[src/rtl/keypad_pkg.sv]
// Shared types and constants for the 4x4 keypad scanner: FSM states, the
// column/row to hex key map, and the single-row detector.
package keypad_pkg;

    typedef enum logic [1:0] {
        SCAN     = 2'd0,
        DEBOUNCE = 2'd1,
        HELD     = 2'd2,
        RELEASE  = 2'd3
    } scan_state_t;

    typedef struct packed {
        logic       valid;
        logic [1:0] idx;
    } row_hit_t;

    // Indexed by {col, row}; entry 0 (col0,row0) sits in the lowest nibble.
    localparam logic [15:0][3:0] KEY_MAP = 64'hCDEF_369B_2580_147A;

    function automatic row_hit_t onehot_row_idx(input logic [3:0] rows);
        row_hit_t hit;
        hit.valid = 1'b0;
        hit.idx   = 2'd0;
        case (rows)
            4'b0001: begin hit.valid = 1'b1; hit.idx = 2'd0; end
            4'b0010: begin hit.valid = 1'b1; hit.idx = 2'd1; end
            4'b0100: begin hit.valid = 1'b1; hit.idx = 2'd2; end
            4'b1000: begin hit.valid = 1'b1; hit.idx = 2'd3; end
            default: begin hit.valid = 1'b0; hit.idx = 2'd0; end
        endcase
        return hit;
    endfunction

endpackage

[src/rtl/keypad_scan_ctrl_if.sv]
// Key delivery channel: hex code on a valid/ready handshake plus the
// dropped-key pulse.
interface keypad_scan_ctrl_if;

    logic [3:0] key_code;
    logic       key_valid;
    logic       key_ready;
    logic       overrun;

    modport master (
        output key_code,
        output key_valid,
        output overrun,
        input  key_ready
    );

    modport slave (
        input  key_code,
        input  key_valid,
        input  overrun,
        output key_ready
    );

endinterface

[src/rtl/keypad_scan_ctrl_tick_gen.sv]
// Free-running scan prescaler; tick is registered and high while the count
// sits at TICK_DIV-1.
module scan_tick_gen #(
    parameter int TICK_DIV = 2400
) (
    input  logic clk,
    input  logic nrst,
    output logic tick
);

    localparam int CW = (TICK_DIV > 2) ? $clog2(TICK_DIV) : 1;
    localparam logic [CW-1:0] LAST = CW'(TICK_DIV - 1);

    logic [CW-1:0] cnt_q, cnt_d;
    logic          tick_q, tick_d;

    always_comb begin
        cnt_d  = (cnt_q == LAST) ? '0 : cnt_q + 1'b1;
        tick_d = (cnt_d == LAST);
    end

    always_ff @(posedge clk or negedge nrst) begin
        if (!nrst) begin
            cnt_q  <= '0;
            tick_q <= 1'b0;
        end else begin
            cnt_q  <= cnt_d;
            tick_q <= tick_d;
        end
    end

    assign tick = tick_q;

endmodule

[src/rtl/keypad_scan_ctrl.sv]
// 4x4 keypad scanner: column strobe, single-key debounce with lockout until
// release, hex key delivery on valid/ready and a two-digit accepted history.
module keypad_scan_ctrl
    import keypad_pkg::*;
#(
    parameter int TICK_DIV       = 2400,
    parameter int DEBOUNCE_SCANS = 4,
    parameter int RELEASE_SCANS  = 4
) (
    input  logic                clk,
    input  logic                nrst,
    input  logic [3:0]          row_d,
    output logic [3:0]          col_q,
    keypad_scan_ctrl_if.master  kif,
    output logic [3:0]          digit_new,
    output logic [3:0]          digit_old
);

    localparam int MAX_SCANS = (DEBOUNCE_SCANS > RELEASE_SCANS) ? DEBOUNCE_SCANS : RELEASE_SCANS;
    localparam int CNT_W     = $clog2(MAX_SCANS + 1);
    localparam logic [CNT_W-1:0] DEB_LAST = CNT_W'(DEBOUNCE_SCANS);
    localparam logic [CNT_W-1:0] REL_LAST = CNT_W'(RELEASE_SCANS);

    logic tick;

    scan_tick_gen #(.TICK_DIV(TICK_DIV)) u_tick (
        .clk  (clk),
        .nrst (nrst),
        .tick (tick)
    );

    scan_state_t      state_q, state_d;
    logic [1:0]       col_idx_q, col_idx_d;
    logic [3:0]       col_drv_q, col_drv_d;
    logic [1:0]       row_idx_q, row_idx_d;
    logic [CNT_W-1:0] cnt_q, cnt_d;
    logic [3:0]       key_code_q, key_code_d;
    logic             key_valid_q, key_valid_d;
    logic             overrun_q, overrun_d;
    logic [3:0]       digit_new_q, digit_new_d;
    logic [3:0]       digit_old_q, digit_old_d;

    row_hit_t         hit;
    logic [CNT_W-1:0] cnt_inc;
    logic             cap_high;
    logic             accept;
    logic [3:0]       accept_code;
    logic             handshake;

    // Scan FSM: everything advances only on tick cycles.
    always_comb begin
        state_d     = state_q;
        col_idx_d   = col_idx_q;
        row_idx_d   = row_idx_q;
        cnt_d       = cnt_q;
        accept      = 1'b0;
        accept_code = KEY_MAP[{col_idx_q, row_idx_q}];
        hit         = onehot_row_idx(row_d);
        cnt_inc     = cnt_q + 1'b1;
        cap_high    = row_d[row_idx_q];

        if (tick) begin
            case (state_q)
                SCAN: begin
                    if (hit.valid) begin
                        row_idx_d = hit.idx;
                        if (DEBOUNCE_SCANS == 1) begin
                            accept      = 1'b1;
                            accept_code = KEY_MAP[{col_idx_q, hit.idx}];
                            state_d     = HELD;
                            cnt_d       = '0;
                        end else begin
                            state_d = DEBOUNCE;
                            cnt_d   = CNT_W'(1);
                        end
                    end else begin
                        col_idx_d = col_idx_q + 2'd1;
                    end
                end
                DEBOUNCE: begin
                    if (row_d == (4'b0001 << row_idx_q)) begin
                        if (cnt_inc == DEB_LAST) begin
                            accept  = 1'b1;
                            state_d = HELD;
                            cnt_d   = '0;
                        end else begin
                            cnt_d = cnt_inc;
                        end
                    end else begin
                        state_d   = SCAN;
                        col_idx_d = col_idx_q + 2'd1;
                        cnt_d     = '0;
                    end
                end
                HELD: begin
                    // Only the captured row matters; other rows are locked out.
                    if (!cap_high) begin
                        if (RELEASE_SCANS == 1) begin
                            state_d   = SCAN;
                            col_idx_d = col_idx_q + 2'd1;
                            cnt_d     = '0;
                        end else begin
                            state_d = RELEASE;
                            cnt_d   = CNT_W'(1);
                        end
                    end
                end
                RELEASE: begin
                    if (!cap_high) begin
                        if (cnt_inc == REL_LAST) begin
                            state_d   = SCAN;
                            col_idx_d = col_idx_q + 2'd1;
                            cnt_d     = '0;
                        end else begin
                            cnt_d = cnt_inc;
                        end
                    end else begin
                        state_d = HELD;
                        cnt_d   = '0;
                    end
                end
                default: begin
                    state_d = SCAN;
                    cnt_d   = '0;
                end
            endcase
        end

        col_drv_d = 4'b0001 << col_idx_d;
    end

    // Output register: a consume in the same cycle as an accept frees the
    // slot, so the new key is loaded instead of being dropped.
    always_comb begin
        handshake   = key_valid_q & kif.key_ready;
        key_valid_d = key_valid_q;
        key_code_d  = key_code_q;
        overrun_d   = 1'b0;
        digit_new_d = digit_new_q;
        digit_old_d = digit_old_q;

        if (handshake) begin
            key_valid_d = 1'b0;
            digit_new_d = key_code_q;
            digit_old_d = digit_new_q;
        end

        if (accept) begin
            if (!key_valid_q || handshake) begin
                key_code_d  = accept_code;
                key_valid_d = 1'b1;
            end else begin
                overrun_d = 1'b1;
            end
        end
    end

    always_ff @(posedge clk or negedge nrst) begin
        if (!nrst) begin
            state_q     <= SCAN;
            col_idx_q   <= 2'd0;
            col_drv_q   <= 4'b0001;
            row_idx_q   <= 2'd0;
            cnt_q       <= '0;
            key_code_q  <= 4'd0;
            key_valid_q <= 1'b0;
            overrun_q   <= 1'b0;
            digit_new_q <= 4'd0;
            digit_old_q <= 4'd0;
        end else begin
            state_q     <= state_d;
            col_idx_q   <= col_idx_d;
            col_drv_q   <= col_drv_d;
            row_idx_q   <= row_idx_d;
            cnt_q       <= cnt_d;
            key_code_q  <= key_code_d;
            key_valid_q <= key_valid_d;
            overrun_q   <= overrun_d;
            digit_new_q <= digit_new_d;
            digit_old_q <= digit_old_d;
        end
    end

    assign col_q         = col_drv_q;
    assign kif.key_code  = key_code_q;
    assign kif.key_valid = key_valid_q;
    assign kif.overrun   = overrun_q;
    assign digit_new     = digit_new_q;
    assign digit_old     = digit_old_q;

endmodule
[src/flat_wrapper.sv]
// flat-port wrapper written by rule: the top's interface ports become plain ports
module keypad_scan_ctrl_flat import keypad_pkg::*;
#(
    parameter int TICK_DIV       = 2400,
    parameter int DEBOUNCE_SCANS = 4,
    parameter int RELEASE_SCANS  = 4
)
  (clk, nrst, row_d, col_q, digit_new, digit_old, kif_key_code, kif_key_valid, kif_overrun, kif_key_ready);
  keypad_scan_ctrl_if kif_i ();
  input  logic clk;
  input  logic nrst;
  input  logic [3:0] row_d;
  output logic [3:0] col_q;
  output logic [3:0] digit_new;
  output logic [3:0] digit_old;
  output wire logic [$bits(kif_i.key_code)-1:0] kif_key_code;
  output wire logic [$bits(kif_i.key_valid)-1:0] kif_key_valid;
  output wire logic [$bits(kif_i.overrun)-1:0] kif_overrun;
  input wire logic [$bits(kif_i.key_ready)-1:0] kif_key_ready;
  assign kif_key_code = kif_i.key_code;
  assign kif_key_valid = kif_i.key_valid;
  assign kif_overrun = kif_i.overrun;
  assign kif_i.key_ready = kif_key_ready;
  keypad_scan_ctrl #(.TICK_DIV(TICK_DIV), .DEBOUNCE_SCANS(DEBOUNCE_SCANS), .RELEASE_SCANS(RELEASE_SCANS)) u_core (.clk(clk), .nrst(nrst), .row_d(row_d), .col_q(col_q), .kif(kif_i), .digit_new(digit_new), .digit_old(digit_old));
endmodule
[config.mk]
export PLATFORM = sky130hd
export DESIGN_NAME = keypad_scan_ctrl_flat
export DESIGN_NICKNAME = d
export VERILOG_FILES = /design/src/rtl/keypad_pkg.sv /design/src/rtl/keypad_scan_ctrl_if.sv /design/src/rtl/keypad_scan_ctrl_tick_gen.sv /design/src/rtl/keypad_scan_ctrl.sv /design/src/flat_wrapper.sv
export SDC_FILE = /design/constraint.sdc
export NUM_CORES = 1
export LEC_CHECK = 0
export ABC_AREA = 1
export BUFFER_PORTS_ARGS = -buffer_cell sky130_fd_sc_hd__buf_4
export CAP_MARGIN = 20
export CELL_PAD_IN_SITES_DETAIL_PLACEMENT = 0
export CELL_PAD_IN_SITES_GLOBAL_PLACEMENT = 2
export CORE_MARGIN = 2
export CORE_UTILIZATION = 35
export DETAILED_ROUTE_END_ITERATION = 7
export PLACE_DENSITY = 0.83
export SETUP_SLACK_MARGIN = 0.05
export SLEW_MARGIN = 5
export SYNTH_ARGS = -nofsm -noshare
export SYNTH_HDL_FRONTEND = slang
export SYNTH_SLANG_ARGS = --single-unit
[constraint.sdc]
create_clock -name clk -period 2.04 [get_ports clk]
set_clock_uncertainty 0.2 [all_clocks]
set_input_delay 0 -clock clk [delete_from_list [all_inputs] [get_ports clk]]
set_output_delay 0 -clock clk [all_outputs]
set_load 0.05 [all_outputs]
==> out/qor.yml <==
intPower_mw: 1.19
synth_cells: 301
r2r-end: "u_core.kif.key_code[3]$_DFFE_PN0P_"
wire_per_inst_um: 12.5
critPathCaptureType: "flop"
gp_congestion: 0.723
syn_area_um2: 2380
reg2regPathDepth: 10
cts-root-buf: "clkbuf_8"
synth_area_leaders: "dfrtp_1 (41%), nand2_1 (13%), inv_1 (5.5%)"
min_from: "row_d[3]"
yosys_warnings: 0
rsz0062_at_grt: "true"
drive_gt1_share_pct: 30.3
clock.fmax_mhz: 531
clkPwrFrac_pct: 43.8
dieWidth_um: 86.5
ys_seq_area_share_pct: 42.0
initial_core_util_pct: 35.7
n_antenna_cell: 0
detail_route.vias_per_cell: 4.78
cp-start-kind: "flop"
power_mw: 1.54
yosysTopAreaCell: "dfrtp_1"
period_needed_ns: 1.88
synth-async-reset-ratio_pct: 100
postSynthAreaPerCell_um2: 7.92
maxSlewViolCount: 0
cts_buffer_depth: 2
drt-total-wl_um: 5340
tns_ns: 0
drv_cap: 0
drc: 0
first_iter_violations: 70
crit_type: "reg -> reg"
grt_max_degree: 41
first_global_vias: 1949
cts_sinks: 40
dp.cells: 407
sequentialPowerShare_pct: 51.4
grt_use_total_pct: 15.4
die_y_um: 86.5
num_vias: 2039
synth_edf_count: 0
area_growth_syn_to_layout_pct: 25.5
clkLatencyLatePin_ns: 0.30
synth.distinct_cells: 34
p_comb_share_pct: 4.9
power.switching_uw: 355
worst_slew_pin_slew_ns: 0.517
crit_fanout: 8
first_pass_iters: 4
ir_drop_mv: 0.254
power_leakage_nw: 1.51
slew_headroom_pct: 65.5
ant_nets: 0
r2r_slack_ns: 0.16
ioPinCount: 25
hold_violations: 0
grt_overflow: 0
sw_frac_of_total_pct: 23.0
num_rows: 30
synth_seq_cells: 40
synth_fp_nets: 318
setup_violations: 0
fp.coreArea_um2: 6680
cts_buffers: 5
r2r_start: "u_core.row_idx_q[1]$_DFFE_PN0P_"
cts.htree.levels: 2
min_path_cells: 5
n_fill_cell: 687
synthDominantCellAreaShare_pct: 40.9
min_path_type: "in -> reg"
tritoncts: "yes"
final_cells: 427
final_nets: 363
hold_path_end: "u_core.row_idx_q[0]$_DFFE_PN0P_"
status: "completed"
clk_pin_slew_worst_paths_ns: 0.09
worstPathArrival_ns: 1.87
antenna_found_initial: 0
grt_pass1_wl_um: 9020
seq_area_um2: 1000
synth_ff_type: "dfrtp_1"
dp_hpwl_um: 3990
cp.required_ns: 2.03
fin_crit_sh_pct: 92.3
multi_input_area_um2: 1270
port_buffers: 24
power_density_nw_per_um2: 515
mostFrequentLayoutCells: "nand2_1 (79), dfrtp_1 (37), buf_4 (32), inv_1 (31), nor2_1 (24)"
layout_commonest_cell: "nand2_1"
die_area_um2: 7490
-- synthesized netlist by cell type, types with 2 or more instances --
cell	number
nand3_4	2
o21ai_0	11
inv_1	35
inv_2	9
nor2_2	2
nand3_2	6
nand3_1	22
a21oi_1	4
ha_1	10
nand4_1	5
nand2_2	9
nor2_4	3
nand2_1	84
mux2_2	8
o21ai_1	7
dfrtp_1	39
nor2_1	24
nor3_1	5
-- worst max path at each step --
stage,startpoint,endpoint,slack [ns],cells past startpoint
after floorplan,u_core.row_idx_q[0]$_DFFE_PN0P_,u_core.kif.key_code[2]$_DFFE_PN0P_,0.25,11
final,u_core.row_idx_q[1]$_DFFE_PN0P_,u_core.kif.key_code[3]$_DFFE_PN0P_,0.16,10
after global placement,u_core.row_idx_q[0]$_DFFE_PN0P_,u_core.col_q[3]$_DFF_PN0_,0.07,13
after detailed placement,u_core.row_idx_q[0]$_DFFE_PN0P_,u_core.kif.key_code[1]$_DFFE_PN0P_,0.03,11
after CTS,u_core.row_idx_q[0]$_DFFE_PN0P_,u_core.kif.key_code[3]$_DFFE_PN0P_,0.06,11
after global routing,u_core.row_idx_q[1]$_DFFE_PN0P_,u_core.kif.key_code[3]$_DFFE_PN0P_,0.02,11
-- metrics by stage --
step / hold WS (ns) / area [um^2] / worst slack, ns / utilization [%]
finish: 0.00419 / 2990 / 0.158 / 44.8
global route: 0.0329 / 2990 / 0.0171 / 44.8
CTS: 0.00732 / 2870 / 0.0626 / 42.9
detailed placement: -0.175 / 2690 / 0.0288 / 40.2
global placement: -0.184 / 2690 / 0.0723 / 40.2
floorplan: -0.496 / 2380 / 0.247 / -
-- power by group through the flow --
stage / Sequential (mW) / Clock (mW) / Combinational [mW]
6_report: 0.792 / 0.676 / 0.0750
5_1_grt: 0.792 / 0.741 / 0.0851
4_1_cts: 0.792 / 0.704 / 0.0755
3_5_place_dp: 0.808 / 0 / 0.0665
3_3_place_gp: 0.808 / 0 / 0.0666
2_1_floorplan: 0.808 / 0 / 0.0288
-- per-layer routing --
layer / part of all wire, % / vias to the layer above / track usage (%) / wire length (um)
li1: - / 1049 / - / -
met1: 46 / 950 / 19.9 / 2470
met2: 49 / 34 / 26.2 / 2620
met3: 3.5 / 6 / 2.86 / 187
met4: 1.2 / 0 / 4.69 / 66
met5: 0 / - / 0 / 0
-- worst max-delay path, stage by stage, from the launching register on --
cell	delay [ns]
dfrtp_2	0.47
buf_6	0.14
ha_4	0.15
nand2_1	0.07
nand2_2	0.08
nor2_4	0.14
nand3_4	0.13
inv_4	0.09
nand4_4	0.14
nand2_2	0.12
o21ai_2	0.05
-- area by class of cell --
| cell class | count | share of cell area [%] |
|---|---|---|
| well taps | 80 | 3.34 |
| clock buffers | 5 | 2.30 |
| flip-flops and latches | 40 | 33.6 |
| repair buffers | 40 | 10.8 |
| multi-input cells | 213 | 42.4 |
| inverters | 46 | 6.02 |
| clock inverters | 3 | 1.59 |
-- cells by family (layout without fill, tap and decap cells) --
| kind of cell | after synthesis | count (layout) | share of synthesized area, % |
|---|---|---|---|
| compound gates | 28 | 28 | 6.82 |
| mux | 8 | 8 | 3.78 |
| xor+xnor | 1 | 1 | 0.367 |
| flops | 40 | 40 | 42.0 |
| buf+inv | 48 | 94 | 7.66 |
| fa+ha+maj | 10 | 10 | 5.25 |
| simple gates | 166 | 166 | 34.1 |
-- state kept, by name (all words and copies together) (netlist names), 2 cells and up --
register             count
u_core.u_tick.cnt_q     12
u_core.col_q             4
u_core.digit_new         4
u_core.digit_old         4
u_core.kif.key_code      4
u_core.cnt_q             3
u_core.col_idx_q         2
u_core.row_idx_q         2
u_core.state_q           2
-- repair_timing --
action,in CTS,in global routing
endpoints found under the hold margin,44,0
buffers inserted,0,6
hold buffers,6,0
resized for setup,2,25
gates cloned,0,0
pin swaps,0,12
setup endpoints to repair,7,14
(Power assumes the default switching activity.)
